<file path="config.mk">
export PLATFORM = sky130hd
export DESIGN_NAME = router_pkt_receiver
export DESIGN_NICKNAME = d
export VERILOG_FILES = /design/src/rtl/router_pkt_receiver.sv
export SDC_FILE = /design/constraint.sdc
export NUM_CORES = 1
export LEC_CHECK = 0
export BUFFER_PORTS_ARGS = -buffer_cell sky130_fd_sc_hd__buf_2
export CORE_ASPECT_RATIO = 0.7
export CORE_MARGIN = 1.5
export CORE_UTILIZATION = 35
export CTS_CLUSTER_SIZE = 28
export DETAILED_ROUTE_END_ITERATION = 16
export GPL_TIMING_DRIVEN = 0
export PLACE_DENSITY = 0.52
export SLEW_MARGIN = 5
export SYNTH_ARGS = -nofsm -noshare
export SYNTH_HDL_FRONTEND = slang
export SYNTH_SLANG_ARGS = --single-unit
</file>
<file path="constraint.sdc">
create_clock -name clock -period 2.5 [get_ports clock]
set_input_delay 0.125 -clock clock [delete_from_list [all_inputs] [get_ports clock]]
set_output_delay 0.125 -clock clock [all_outputs]
set_load 0.005 [all_outputs]
</file>
<file path="src/rtl/router_pkt_receiver.sv">
// Router output-port packet receiver: drains one FIFO, strips the header,
// streams the payload downstream and checks parity, address and truncation.
module router_pkt_receiver #(
  parameter logic [1:0]  EXP_ADDR   = 2'd0,
  parameter int unsigned READ_DELAY = 0,
  parameter int unsigned TIMEOUT    = 31
) (
  input  logic       clock,
  input  logic       reset,
  input  logic       valid_out,
  input  logic [7:0] data_out,
  input  logic       sink_ready,
  output logic       read_enb,
  output logic [7:0] byte_out,
  output logic       byte_valid,
  output logic [1:0] pkt_addr,
  output logic [5:0] pkt_len,
  output logic       pkt_done,
  output logic       parity_err,
  output logic       addr_err,
  output logic       trunc_err,
  output logic [7:0] pkt_count
);

  typedef enum logic [2:0] {
    IDLE, DELAY, HDR_RD, HDR_CAP, BODY, DONE
  } state_t;

  localparam logic [4:0] DLY_LAST =
    (READ_DELAY > 0) ? 5'(READ_DELAY - 1) : 5'd0;
  localparam logic [7:0] IDLE_LAST =
    (TIMEOUT > 0) ? 8'(TIMEOUT - 1) : 8'd0;

  state_t     state_q;
  logic       pend_q;
  logic [6:0] issue_q;
  logic [6:0] rx_q;
  logic [7:0] par_q;
  logic [4:0] dly_q;
  logic [7:0] idle_q;

  logic       acc;
  logic [6:0] rx_d;
  logic       fin_par;
  logic       fin_to;

  // Read strobe: only header fetch and flow-controlled body reads.
  always_comb begin
    read_enb = 1'b0;
    if (!reset) begin
      case (state_q)
        HDR_RD: read_enb = valid_out;
        BODY:   read_enb = valid_out && sink_ready
                           && (issue_q != 7'd0);
        default: read_enb = 1'b0;
      endcase
    end
  end

  // Packet-end detection: parity byte captured, or idle timeout in body.
  always_comb begin
    acc     = read_enb && valid_out;
    rx_d    = rx_q + 7'd1;
    fin_par = (state_q == BODY) && pend_q
              && (rx_d > {1'b0, pkt_len});
    fin_to  = (state_q == BODY) && !pend_q && !acc
              && (idle_q == IDLE_LAST);
  end

  // Receive FSM with registered status and payload outputs.
  always_ff @(posedge clock) begin
    if (reset) begin
      state_q    <= IDLE;
      pend_q     <= 1'b0;
      issue_q    <= '0;
      rx_q       <= '0;
      par_q      <= '0;
      dly_q      <= '0;
      idle_q     <= '0;
      byte_out   <= '0;
      byte_valid <= 1'b0;
      pkt_addr   <= '0;
      pkt_len    <= '0;
      pkt_done   <= 1'b0;
      parity_err <= 1'b0;
      addr_err   <= 1'b0;
      trunc_err  <= 1'b0;
      pkt_count  <= '0;
    end else begin
      pend_q     <= acc;
      byte_valid <= 1'b0;
      pkt_done   <= 1'b0;
      case (state_q)
        IDLE: begin
          if (valid_out) begin
            dly_q   <= '0;
            state_q <= (READ_DELAY > 0) ? DELAY : HDR_RD;
          end
        end
        DELAY: begin
          if (dly_q == DLY_LAST) state_q <= HDR_RD;
          else dly_q <= dly_q + 5'd1;
        end
        HDR_RD: begin
          if (acc) state_q <= HDR_CAP;
        end
        HDR_CAP: begin
          pkt_addr <= data_out[1:0];
          pkt_len  <= data_out[7:2];
          par_q    <= data_out;
          issue_q  <= {1'b0, data_out[7:2]} + 7'd1;
          rx_q     <= '0;
          idle_q   <= '0;
          state_q  <= BODY;
        end
        BODY: begin
          if (acc) issue_q <= issue_q - 7'd1;
          if (pend_q) begin
            idle_q <= '0;
            rx_q   <= rx_d;
            if (!fin_par) begin
              byte_out   <= data_out;
              byte_valid <= 1'b1;
              par_q      <= par_q ^ data_out;
            end
          end else if (acc) begin
            idle_q <= '0;
          end else if (!fin_to) begin
            idle_q <= idle_q + 8'd1;
          end
          if (fin_par || fin_to) begin
            state_q    <= DONE;
            pkt_done   <= 1'b1;
            parity_err <= fin_par && (par_q != data_out);
            trunc_err  <= fin_to;
            addr_err   <= (pkt_addr != EXP_ADDR);
            if (pkt_count != 8'hFF)
              pkt_count <= pkt_count + 8'd1;
          end
        end
        DONE: state_q <= IDLE;
        default: state_q <= IDLE;
      endcase
    end
  end

endmodule
</file>
Yosys cells after proc, flatten, opt, wreduce, memory -nomap -nowiden. Cells that the tools add are included.

Equality and inequality tests: 16. Order comparisons: 1. Reduce and logical (&&, ||, !) cells: 29. Bitwise gates (word level): 4. Add/subtract/negate cells: 6. Mux-type cells: 23.

Operator list (number): two-way mux 8 bit (5); case mux 8 bit (2 select lines) (2); case mux 7 bit (2 select lines) (2); adder 8 x 1 -> 8 bit (second input constant) (2); case mux 3 bit (5 select lines) (1); two-way mux 7 bit (2); inequality test 2 bit (second input constant) (7); two-way mux 3 bit (4); AND reduction 3 bit (4); two-way mux 5 bit (2); case mux 5 bit (2 select lines) (1); logical AND 1 bit (9); equality test 8 x 5 -> 1 bit (second input constant) (1); inequality test 8 bit (1); inequality test 8 bit (second input constant) (1); AND reduction 2 bit (4); bitwise XOR 8 bit (1); adder 6 x 1 -> 7 bit (second input constant) (1); adder 7 x 1 -> 7 bit (second input constant) (1); greater-than comparator 7 x 6 -> 1 bit (1); nonzero test 7 bit (1); subtractor 7 x 1 -> 7 bit (second input constant) (1); equality test 3 x 2 -> 1 bit (second input constant) (2); nonzero test 2 bit (3); other kinds (15) (20).

Word-level logic and storage cells: 95. Bits in registers: 68. Output and inout port bits: 30. Input port bits: 12.

Depth between registers and ports, before layout.
Depth in word-level cells: 12. Depth in mapped cells: 11. Gate-level depth less buffers: 10.

Worst setup path after synthesis. Ideal clock, no wire load.

Path kind: flip-flop to flip-flop. Start: register rx_q[0]. End: register pkt_count[4]. Stages on the path, launching flop included: 12. Library setup time: 0.070 ns. Path slack: -0.095 ns. Data required time: 2.430 ns. Arrival time: 2.524 ns. Cell sequence: dfxtp_1 ha_1 nand3_1 xnor2_1 ha_1 nand2_1 a211oi_1 o21ai_1 and3_4 buf_6 or4_1 a21oi_1.

Cells in the longest elaborated chain, start to end: 5.

Ends and longest elaborated chain: start: declaration (line 37) `logic [6:0] rx_q;`; start signal: assignment (line 120) `rx_q <= rx_d;`; adder 7 x 1 -> 7 bit (line 63) `rx_d = rx_q + 7'd1;`; greater-than comparator 7 x 6 -> 1 bit (line 65) `&& (rx_d > {1'b0, pkt_len});`; logical AND 1 bit (line 65); logical OR 1 bit (line 131) `if (fin_par || fin_to) begin`; AND reduction 3 bit (no line); end signal: assignment (line 138) `pkt_count <= pkt_count + 8'd1;`; end: declaration (line 22) `output logic [7:0] pkt_count`.

Every way passes these cells. A chain may end at the register's enable or synchronous reset.

Worst setup path in the final report.
Start: register rx_q[1]. End: register par_q[6].

Cells in the longest elaborated chain, start to end: 5.

Ends and longest elaborated chain: adder 7 x 1 -> 7 bit (line 63); greater-than comparator 7 x 6 -> 1 bit (line 65); logical AND 1 bit (line 65); inequality test 2 bit (no line); AND reduction 3 bit (no line); end signal: assignment (line 110) `par_q <= data_out;`; end signal: assignment (line 124) `par_q <= par_q ^ data_out;`; end: declaration (line 38) `logic [7:0] par_q;`.

Every way passes these cells.

==> flow_summary.ini <==
[outcome]
outcome = completed

[sta]
rsz0062_at_grt = yes
setup_ws_ns = 0.0661
relSlewSlack_pct = 51.5
post-route-min-period_ns = 2.43
setup_viol = 0
skew_ns = 0.00506
max_freq_mhz = 411
setup_tns_ns = 0
worst_pin_slew_ns = 0.727
hold_viol_final = 0
drv_slew = 0
fin_crit_sh_pct = 97.4
whs_ns = 0.0761

[detailed_routing]
num_vias = 3273
drt_iter0_drc = 295
drc = 0
ant_nets = 0
wl_per_cell_um = 15.6
drt_wl_total_um = 9720
viasPerCell = 5.24
first_pass_iters = 4

[clock_tree]
hold_buffers = 0
tritoncts = done
cts_root_buf = clkbuf_16
cts_buffers = 9
clock_sinks = 68
path_clk_slew_ns = 0.06
cts.path.max_buffers = 2
h-tree-depth = 3
clk_latency_ns = 0.34

[global_route]
antenna_found_initial = 0
track_usage_pct = 19.4
busiest_layer = met1
grt_max_degree = 14
grt_pass1_vias = 3068
use_met2_pct = 27.4
grt_overflow = 0
grt_pass1_wl_um = 15700
use_met3_pct = 5.69
grtUsageMet1_pct = 27.7

[logic_synthesis]
synth-xor-area-share_pct = 6.63
synth_compound_area_share_pct = 15.6
synthAdderAreaFrac_pct = 5.26
yosysSeqAreaShare_pct = 38.2
syn-num-nets = 462
ys_ff_latch = 68
yosysWarnings = 0
synth_top_family_by_area = simple AND/OR/NAND/NOR gates
syn_avg_cell_area_um2 = 8.20
synth.distinct_cells = 59
postSynthCellCount = 435
synth_edf_count = 0
synthMuxAreaShare_pct = 2.84
async_flop_share_pct = 0
yosys_most_used_dff = dfxtp_1
syn-cell-area_um2 = 3570
synthSimpleGateAreaFrac_pct = 27.3

[place]
dpl_cell_area_um2 = 3920
pre_cts_ws_ns = -0.651
portBuffers = 36
hpwl_um = 6770
place_inst = 599
gp_congestion = 0.791

[die]
die_x_um = 124
dieArea_um2 = 10800
rows = 30
core_um2 = 9800
initial_utilization_pct = 36.4
io-pin-count = 42
dieHeight_um = 87.5

[finish]
fin_area_um2 = 4520
drive_gt1_share_pct = 21.1
seqCellArea_um2 = 1380
final_cell_mix = dfxtp_1 (63), nor2_1 (61), nand2_1 (58), buf_2 (37), a21oi_1 (22)
stdcell_count = 625
multi_input_area_um2 = 2210
final_util_pct = 46.2
fillers = 949
finalNetCount = 519
areaGrowthSynthToFinish_pct = 26.8
final_common_cell = dfxtp_1
n_antenna_cell = 0

[setup_path]
r2r-end = par_q[6]
setup.worst_path.start_class = flip-flop
r2r-start = rx_q[1]
critPathMaxFanout = 7
endpoint_kind = flip-flop
crit_required_ns = 2.70
rrSetupSlack_ns = 0.07
reg2reg_depth = 11
cp.arrival_ns = 2.64
critical_path_class = flip-flop to flip-flop

[power_and_ir_drop]
clock_power_share_pct = 53.9
switching_share_pct = 23.2
irDropWorstVdd_mv = 0.319
powerDensity_nw_per_um2 = 616
finalPower_mw = 2.78
seqPwrFrac_pct = 39.7
leakage_nw = 1.82
p_int_mw = 2.14
combPwrFrac_pct = 6.5
p_sw_uw = 645

[min_path]
hold_start = data_out[1]
min_path_type = input pin to flip-flop
holdPathStages = 3
hold_path_end = pkt_addr[1]

[flow_run]
maxCapViolCount = 0
-- critical path, cell delays in order, from the launching register on --
cell	delay, ns
dfxtp_4	0.36
ha_4	0.17
buf_6	0.12
xor2_2	0.13
ha_1	0.32
nor2_2	0.07
a211oi_4	0.31
o21ai_2	0.14
a31oi_4	0.33
buf_6	0.17
nand3b_1	0.10
a31oi_1	0.08
-- routing by layer --
layer / vias to the layer above / part of all wire, %
li1: 1640 / -
met4: 0 / 1.6
met5: - / 0
met3: 14 / 3.4
met1: 1576 / 53
met2: 43 / 42
-- sequential cells by signal (all words and copies together) (netlist names) --
| signal | cells |
|---|---|
| pkt_len | 6 |
| idle_q | 8 |
| pkt_addr | 2 |
| pkt_count | 8 |
| trunc_err | 1 |
| parity_err | 1 |
| pend_q | 1 |
| rx_q | 7 |
| state_q | 3 |
| issue_q | 7 |
| byte_valid | 1 |
| byte_out | 8 |
| dly_q | 5 |
| par_q | 8 |
| pkt_done | 1 |
| addr_err | 1 |
-- cells in the mapped netlist (2+ instances only) --
cell,count,area (µm²)
or3_1,2,12.5
o21ai_0,14,70.1
a21oi_1,23,115
xnor2_1,14,123
nand2_1,59,221
nand2b_1,5,31.3
inv_1,12,45.0
and3_1,8,50.1
clkbuf_1,19,71.3
xor2_1,13,114
o21a_1,2,15.0
nand4_1,7,43.8
nor4b_1,3,26.3
a21o_1,2,15.0
nand3b_1,9,67.6
o22ai_1,2,12.5
a31o_2,2,17.5
nor3b_1,4,30.0
a211oi_1,5,37.5
a22oi_1,8,60.1
nor2_1,62,233
ha_1,15,188
nor3_1,7,35.0
dfxtp_1,68,1360
and3b_1,2,17.5
buf_1,2,7.51
nand3_1,16,80.1
a31oi_1,11,68.8
mux2i_1,9,90.1
-- kinds of logic after synthesis --
logic type / Yosys count
and+or+nand+nor: 196
AOI/OAI and AO/OA: 83
DFF: 68
buffers and inverters: 36
xor gates and xnor gates: 27
adders and majority gates: 15
muxes: 10
-- worst max path at each step --
stage,start,end,slack [ns],cells after the start
2_1_floorplan,rx_q[0],pkt_count[4],0.02,11
3_3_place_gp,rx_q[0],par_q[7],-0.65,11
3_5_place_dp,rx_q[0],par_q[6],-0.65,11
4_1_cts,rx_q[0],pkt_count[4],0.01,10
5_1_grt,rx_q[1],par_q[7],-0.07,11
6_report,rx_q[1],par_q[6],0.07,11
-- repair_timing --
action / in CTS / in global routing
endpoints found under the hold margin: 0 / 0
gates resized for setup: 19 / 25
setup buffers: 7 / 4
pin swaps: 10 / 20
cloned: 0 / 1
setup endpoints to repair: 25 / 29
-- power by group through the flow --
stage          Sequential (mW)  Clock (mW)  Combinational [mW]
2_1_floorplan             1.13           0               0.116
3_3_place_gp              1.13           0               0.167
3_5_place_dp              1.13           0               0.170
4_1_cts                   1.10        1.52               0.175
5_1_grt                   1.11        1.58               0.202
6_report                  1.10        1.50               0.180
-- layout make-up --
class / count / area share [%]
clock buffers: 9 / 4.98
well taps: 128 / 3.54
flip-flops and latches: 68 / 30.4
repair buffers: 48 / 6.23
clock inverters: 7 / 2.74
multi-input cells: 331 / 49.0
inverters: 12 / 0.996
plain buffers: 22 / 2.13
Power figures use the tool's default switching activity.
